<file path="src/rtl/axil_chan_slice_if.sv">
// One valid/ready/data channel of an AXI4-Lite link, used on both sides of axil_chan_slice.
interface axil_chan_slice_if #(
   parameter int unsigned WIDTH = 32
);
   logic             valid;
   logic             ready;
   logic [WIDTH-1:0] data;

   modport master (output valid, output data, input ready);
   modport slave  (input valid, input data, output ready);
endinterface

</file>
<file path="src/rtl/axil_chan_slice.sv">
// Registered FIFO slice for any AXI4-Lite channel; fully decouples valid/data and ready paths.
// Optional stall-cycle counter port stall_cnt is built only when AXIL_SLICE_STATS_EN is defined.
module axil_chan_slice #(
   parameter int unsigned WIDTH = 32,
   parameter int unsigned DEPTH = 2
) (
   input  logic                    ACLK,
   input  logic                    ARESETn,
   axil_chan_slice_if.slave        s,
   axil_chan_slice_if.master       m,
`ifdef AXIL_SLICE_STATS_EN
   output logic [15:0]             stall_cnt,
`endif
   output logic [$clog2(DEPTH):0]  count
);

   localparam int unsigned PtrW = $clog2(DEPTH);
   localparam int unsigned CntW = PtrW + 1;

   logic [WIDTH-1:0] r_mem [DEPTH];
   logic [PtrW-1:0]  r_wr_ptr;
   logic [PtrW-1:0]  r_rd_ptr;
   logic [CntW-1:0]  r_count;
   logic             r_init_done;

   logic             w_push;
   logic             w_pop;

   // Every output below depends only on flops, so no s_* -> m_* or m_ready -> s_ready path exists.
   assign s.ready = (r_count != CntW'(DEPTH)) && r_init_done;
   assign m.valid = (r_count != '0);
   assign m.data  = r_mem[r_rd_ptr];
   assign count   = r_count;

   assign w_push  = s.valid && s.ready;
   assign w_pop   = m.valid && m.ready;

   always_ff @(posedge ACLK) begin
      if (!ARESETn) begin
         r_wr_ptr    <= '0;
         r_rd_ptr    <= '0;
         r_count     <= '0;
         r_init_done <= 1'b0;
      end else begin
         r_init_done <= 1'b1;
         if (w_push) begin
            r_wr_ptr <= r_wr_ptr + PtrW'(1);
         end
         if (w_pop) begin
            r_rd_ptr <= r_rd_ptr + PtrW'(1);
         end
         unique case ({w_push, w_pop})
            2'b10:   r_count <= r_count + CntW'(1);
            2'b01:   r_count <= r_count - CntW'(1);
            default: r_count <= r_count;
         endcase
      end
   end

   // Storage is not reset; stale entries stay hidden because m.valid follows count.
   always_ff @(posedge ACLK) begin
      if (w_push) begin
         r_mem[r_wr_ptr] <= s.data;
      end
   end

`ifdef AXIL_SLICE_STATS_EN
   logic [15:0] r_stall_cnt;

   always_ff @(posedge ACLK) begin
      if (!ARESETn) begin
         r_stall_cnt <= '0;
      end else if (m.valid && !m.ready && (r_stall_cnt != 16'hFFFF)) begin
         r_stall_cnt <= r_stall_cnt + 16'd1;
      end
   end

   assign stall_cnt = r_stall_cnt;
`endif

endmodule

</file>
<file path="src/flat_wrapper.sv">
// flat-port wrapper written by rule: the top's interface ports become plain ports
module axil_chan_slice_flat 
#(
   parameter int unsigned WIDTH = 32,
   parameter int unsigned DEPTH = 2
)
  (ACLK, ARESETn, count, s_valid, s_data, s_ready, m_valid, m_data, m_ready);
  axil_chan_slice_if #(.WIDTH(WIDTH)) s_i ();
  axil_chan_slice_if #(.WIDTH(WIDTH)) m_i ();
  input  logic ACLK;
  input  logic ARESETn;
  output logic [$clog2(DEPTH):0] count;
  input wire logic [$bits(s_i.valid)-1:0] s_valid;
  input wire logic [$bits(s_i.data)-1:0] s_data;
  output wire logic [$bits(s_i.ready)-1:0] s_ready;
  output wire logic [$bits(m_i.valid)-1:0] m_valid;
  output wire logic [$bits(m_i.data)-1:0] m_data;
  input wire logic [$bits(m_i.ready)-1:0] m_ready;
  assign s_i.valid = s_valid;
  assign s_i.data = s_data;
  assign s_ready = s_i.ready;
  assign m_valid = m_i.valid;
  assign m_data = m_i.data;
  assign m_i.ready = m_ready;
  axil_chan_slice #(.WIDTH(WIDTH), .DEPTH(DEPTH)) u_core (.ACLK(ACLK), .ARESETn(ARESETn), .s(s_i), .m(m_i), .count(count));
endmodule
</file>
<file path="config.mk">
export PLATFORM = sky130hd
export DESIGN_NAME = axil_chan_slice_flat
export DESIGN_NICKNAME = d
export VERILOG_FILES = /design/src/rtl/axil_chan_slice_if.sv /design/src/rtl/axil_chan_slice.sv /design/src/flat_wrapper.sv
export SDC_FILE = /design/constraint.sdc
export NUM_CORES = 1
export LEC_CHECK = 0
export ABC_AREA = 1
export BUFFER_PORTS_ARGS = -buffer_cell sky130_fd_sc_hd__buf_2
export CORE_MARGIN = 2
export CORE_UTILIZATION = 50
export CTS_CLUSTER_SIZE = 24
export DETAILED_ROUTE_END_ITERATION = 12
export PLACE_DENSITY_LB_ADDON = 0.25
export SYNTH_ARGS = -nofsm -noshare
export SYNTH_HDL_FRONTEND = slang
export SYNTH_SLANG_ARGS = --single-unit
</file>
<file path="constraint.sdc">
create_clock -name ACLK -period 3 [get_ports ACLK]
set_input_delay 0.6 -clock ACLK [delete_from_list [all_inputs] [get_ports ACLK]]
set_output_delay 0.6 -clock ACLK [all_outputs]
set_load 0.01 [all_outputs]
</file>
=== After elaboration in Yosys (flattened, before gate mapping) ===
Memory sizes are Yosys's and may differ from the RTL's. A register that Yosys moved wholly into a read port is not among the register bits.
Index checks and enable logic that the tools add are counted.
W data, S select, Z words.

* Flip-flop bits (word level): 5
* Latch bits: 0
* Bits in writable memories: 64
* ROM bits: 0
* Bits of input ports: 36
* Output and inout port bits: 36
* Word-level logic and storage cells: 23
* Memories kept: 1

* Add/subtract/negate cells: 4
* Multipliers: 0
* Div/mod/pow operators: 0
* Magnitude comparators: 0
* Eq/ne operators: 3
* Shifts and indexed selects: 0
* Multiplexer cells: 6
* Bitwise operators: 0
* Reductions and logical operators: 5

{| class="wikitable"
|+ Memories
! memory !! words !! width !! rd ports !! clocked after memory_dff !! wr ports !! line !! RTL
|-
| u_core.r_mem || 2 || 32 || 1 || 1 || 1 || axil_chan_slice.sv:20 || <nowiki>logic [WIDTH-1:0] r_mem [DEPTH];</nowiki>
|}

{| class="wikitable"
|+ Operators by type and width
! cell !! count
|-
| $mux W1 || 5
|-
| $pmux W2 S2 || 1
|-
| $reduce_bool A2 Y1 || 2
|-
| $logic_and A1 B1 Y1 || 3
|-
| $add A1 B1 Y1 const B || 2
|-
| $add A2 B1 Y2 const B || 1
|-
| $eq A2 B1 Y1 const B || 1
|-
| $eq A2 B2 Y1 const B || 1
|-
| $ne A2 B2 Y1 const B || 1
|-
| $sub A2 B1 Y2 const B || 1
|}

=== Longest topological paths before layout ===
* Word-level depth: 5
* Mapped depth: 9
* Mapped depth without buffers: 9

=== Least setup slack after synthesis ===
Ideal clock, no wire load.

* Path kind: input to register
* Start point: input port s_valid
* End point: memory u_core.r_mem[0][0] (enable)
* Library setup time: 0.421 ns
* Arrival: 2.050 ns
* Required time: 2.579 ns
* Setup slack: 0.529 ns
* Stages on the path: 2
* Buffers on the path: 0
* Path through: nand3_2 > nor2_1

* Cells in the longest elaborated chain, start to end: 3

{| class="wikitable"
|+ RTL lines
! element !! line !! RTL
|-
| start: declaration || flat_wrapper.sv:13 || <nowiki>input wire logic [$bits(s_i.valid)-1:0] s_valid;</nowiki>
|-
| $logic_and A1 B1 Y1 || axil_chan_slice.sv:35 || <nowiki>assign w_push = s.valid && s.ready;</nowiki>
|-
| $mux W1 || axil_chan_slice.sv:62 || <nowiki>if (w_push) begin</nowiki>
|-
| $mux W1 (implied by the code) || axil_chan_slice.sv:63 || <nowiki>r_mem[r_wr_ptr] <= s.data;</nowiki>
|-
| end: declaration || axil_chan_slice.sv:20 ||
|}

Every way passes these cells.

==> metrics.md <==
| Metric | Value |
|---|---|
| Status | `finished, final reports clean` |
| Final Slew Violations | `0` |
| I/O pins | `72` |
| Die Width | `78.1 um` |
| CTS Root Cell | `clkbuf_8` |
| Top cell type's share of synthesized area | `70.0%` |
| Most frequent cells in the layout | `71 x buf_2, 64 x edfxtp_1, 30 x mux2_4` |
| Met1 Usage GRT | `19.0%` |
| Crit Path Max Fanout | `18` |
| Area Overhead vs Synth | `21.1%` |
| First-pass GRT wire length | `7.53 mm` |
| Post-route cell area | `3320 sq um` |
| CTS tree | `built` |
| Placer congestion estimate | `0.774` |
| Syn_nets | `177` |
| P_sw | `501 uW` |
| Comb pwr share | `15.7%` |
| Sequential-to-total area share from yosys stat | `74.4%` |
| CTS hold repair buffers | `0` |
| Syn_area_per_cell | `19.6 sq um` |
| Peak Freq | `438 MHz` |
| Clk_lat worst skew | `0.33 ns` |
| Worst path required time | `2.40 ns` |
| Clk sink count | `70` |
| Row count | `26` |
| Post-route minimum period | `2.28 ns` |
| Crit path buf inv count | `2` |
| Cts repair resizes | `0` |
| H-tree depth | `3` |
| Register share of total power | `54.5%` |
| Die area | `6100 sq um` |
| Hold Crit Class | `primary input to register` |
| Post-route ant nets | `0` |
| Via density | `4.86` |
| Clk network pwr share | `29.8%` |
| Internal power | `1620 uW` |
| Number of fill cells | `401` |
| CTS Buffer Depth | `2` |
| Peak supply drop | `0.418 mV` |
| # DRC | `0` |
| Die Span Y | `78.1 um` |
| Period utilization | `76.0%` |
| Gate Count Post-Synth | `140` |
| Slew HR | `67.5%` |
| Largest net degree at the start of global routing | `33` |
| Vias in the first global route | `1569` |
| Initial antenna violation count | `0` |
| Critical path's largest stage delay | `0.64 ns` |
| Routed WL | `4.65 mm` |
| Synthesis warning total | `0` |
| Met2 usage | `29.1%` |
| Layer with the highest usage | `met2` |
| Hold path startpoint | `ARESETn` |
| CP top delay family | `flip-flops` |
| Global Route met3 Usage | `4.94%` |
| Synth top area cells | `edfxtp_1 70%, mux2_4 16%, dfxtp_1 4.4%, buf_12 2.2%, nand2_1 1.2%` |
| Final setup violation count | `0` |
| DPL Wire Length | `3.19 mm` |
| RSZ-0062 raised after global routing | `no` |
| Synth unique cells | `18` |
| Crit Path Category | `register to primary output` |
| Routed wire per std cell | `15.7 um` |
| Share of cells above drive strength 1 | `54.0%` |
| Leading area contributor after synthesis | `edfxtp_1` |
| Final nets | `258` |
| Total congestion overflow | `0` |
| Final setup skew | `0.00653 ns` |
| # Max-Cap Violations | `0` |
| Setup TNS | `0 ns` |
| Initial DRC Count | `56` |
| Sw frac | `23.7%` |
| Slowest cell on crit path | `dfxtp_2` |
| Vias | `1440` |
| DR pass1 iterations | `4` |
| Commonest non-fill, non-tap cell in the layout | `buf_2` |
| FF+latch count, synth | `70` |
| R2r startpoint | `u_core.count[0]` |
| Post-CTS Setup Bufs | `0` |
| CP Data Arrival Time | `1.68 ns` |
| Crit-path cells | `buf_12 > mux2_4 > buf_2` |
| Core area | `5200 sq um` |
| Leakage | `0.00134 uW` |
| Reg clk slew, reported paths | `0.07 ns` |
| Effective utilization at floorplan | `52.7%` |
| PwrDens | `637 nW/um^2` |
| Final Hold Viols | `0` |
| Worst Tran Pin Value | `0.488 ns` |
| Worst setup EP type | `primary output` |
| GRT Resource Usage Total | `17.1%` |
| Mapped cell area | `2750 sq um` |
| Port bufs | `71` |
| CTS Buf Count | `9` |
| Placed Instance Area | `3160 sq um` |
| Type of origin of the critical path | `register` |
| Antenna diode count | `0` |
## cell usage after synthesis
library cell and n:
dfxtp_1 6, mux2_2 2, nand3_2 1, inv_2 1
nor2_1 9, a21oi_1 1, nand2_1 9, a21boi_0 1
nand4_1 2, edfxtp_1 64, ha_1 1, o21a_1 1
o21ai_0 1, buf_6 1, inv_1 6, nand3_1 1
mux2_4 30, buf_12 3
## worst reg2reg max path, delay by kind of cell, from the launching register on
family / cells / cell delay (ns)
buffers and inverters: 2 / 0.47
flip-flops: 1 / 0.40
AND/OR/NAND/NOR: 3 / 0.33
## final timing paths
kind,end,slack [ns],cells after the start
min reg2reg,u_core.r_rd_ptr,0.51,2
max,m_data[6],0.72,3
max reg2reg,u_core.r_mem[0][29],1.43,5
min,u_core.r_init_done,0.43,1
## kinds of logic after synthesis
kind of cell,share of synthesized area [%]
compound gates,0.911
fa+ha+maj,0.456
buf+inv,3.56
flops,74.4
mux,17.2
simple gates,3.46
## power groups by stage
stage	registers, uW	logic (uW)	clock network, uW
2_1_floorplan	1160	246	0
3_3_place_gp	1170	321	0
3_5_place_dp	1180	335	0
4_1_cts	1160	336	649
5_1_grt	1160	360	691
6_report	1150	333	630
## through the flow
step | power [uW] | worst slack (ns) | cells | utilization [%] | hold slack, ns
2_1_floorplan | 1400 | 0.529 | 140 | - | 0.451
6_report | 2120 | 0.719 | 296 | 63.8 | 0.430
4_1_cts | 2140 | 0.679 | 296 | 63.8 | 0.406
5_1_grt | 2210 | 0.633 | 296 | 63.8 | 0.414
3_5_place_dp | 1510 | 1.05 | 280 | 60.7 | 0.484
3_3_place_gp | 1490 | 1.06 | 280 | 60.7 | 0.476
## final cells by class
| class | count | area (sq um) | area share [%] |
|---|---|---|---|
| clock inverters | 2 | 10.0 | 0.301 |
| inverters | 7 | 26.3 | 0.791 |
| repair buffers | 74 | 390 | 11.7 |
| multi-input cells | 59 | 613 | 18.4 |
| clock buffers | 14 | 153 | 4.59 |
| well taps | 70 | 87.6 | 2.64 |
| flip-flops and latches | 70 | 2040 | 61.5 |
## metal layers
layer | share of wire (%) | wire length (um)
met5 | 0 | 0
met2 | 53 | 2470
met1 | 39 | 1820
met3 | 5.8 | 272
met4 | 1.9 | 90
## flip-flops by register name, summed over array words and instances, names as in the netlist, named ones only
register	flops
u_core.r_mem	64
u_core.r_init_done	1
u_core.count	2
u_core.r_wr_ptr	1
u_core.r_rd_ptr	1
No activity file was read; power rests on OpenSTA's default activity.
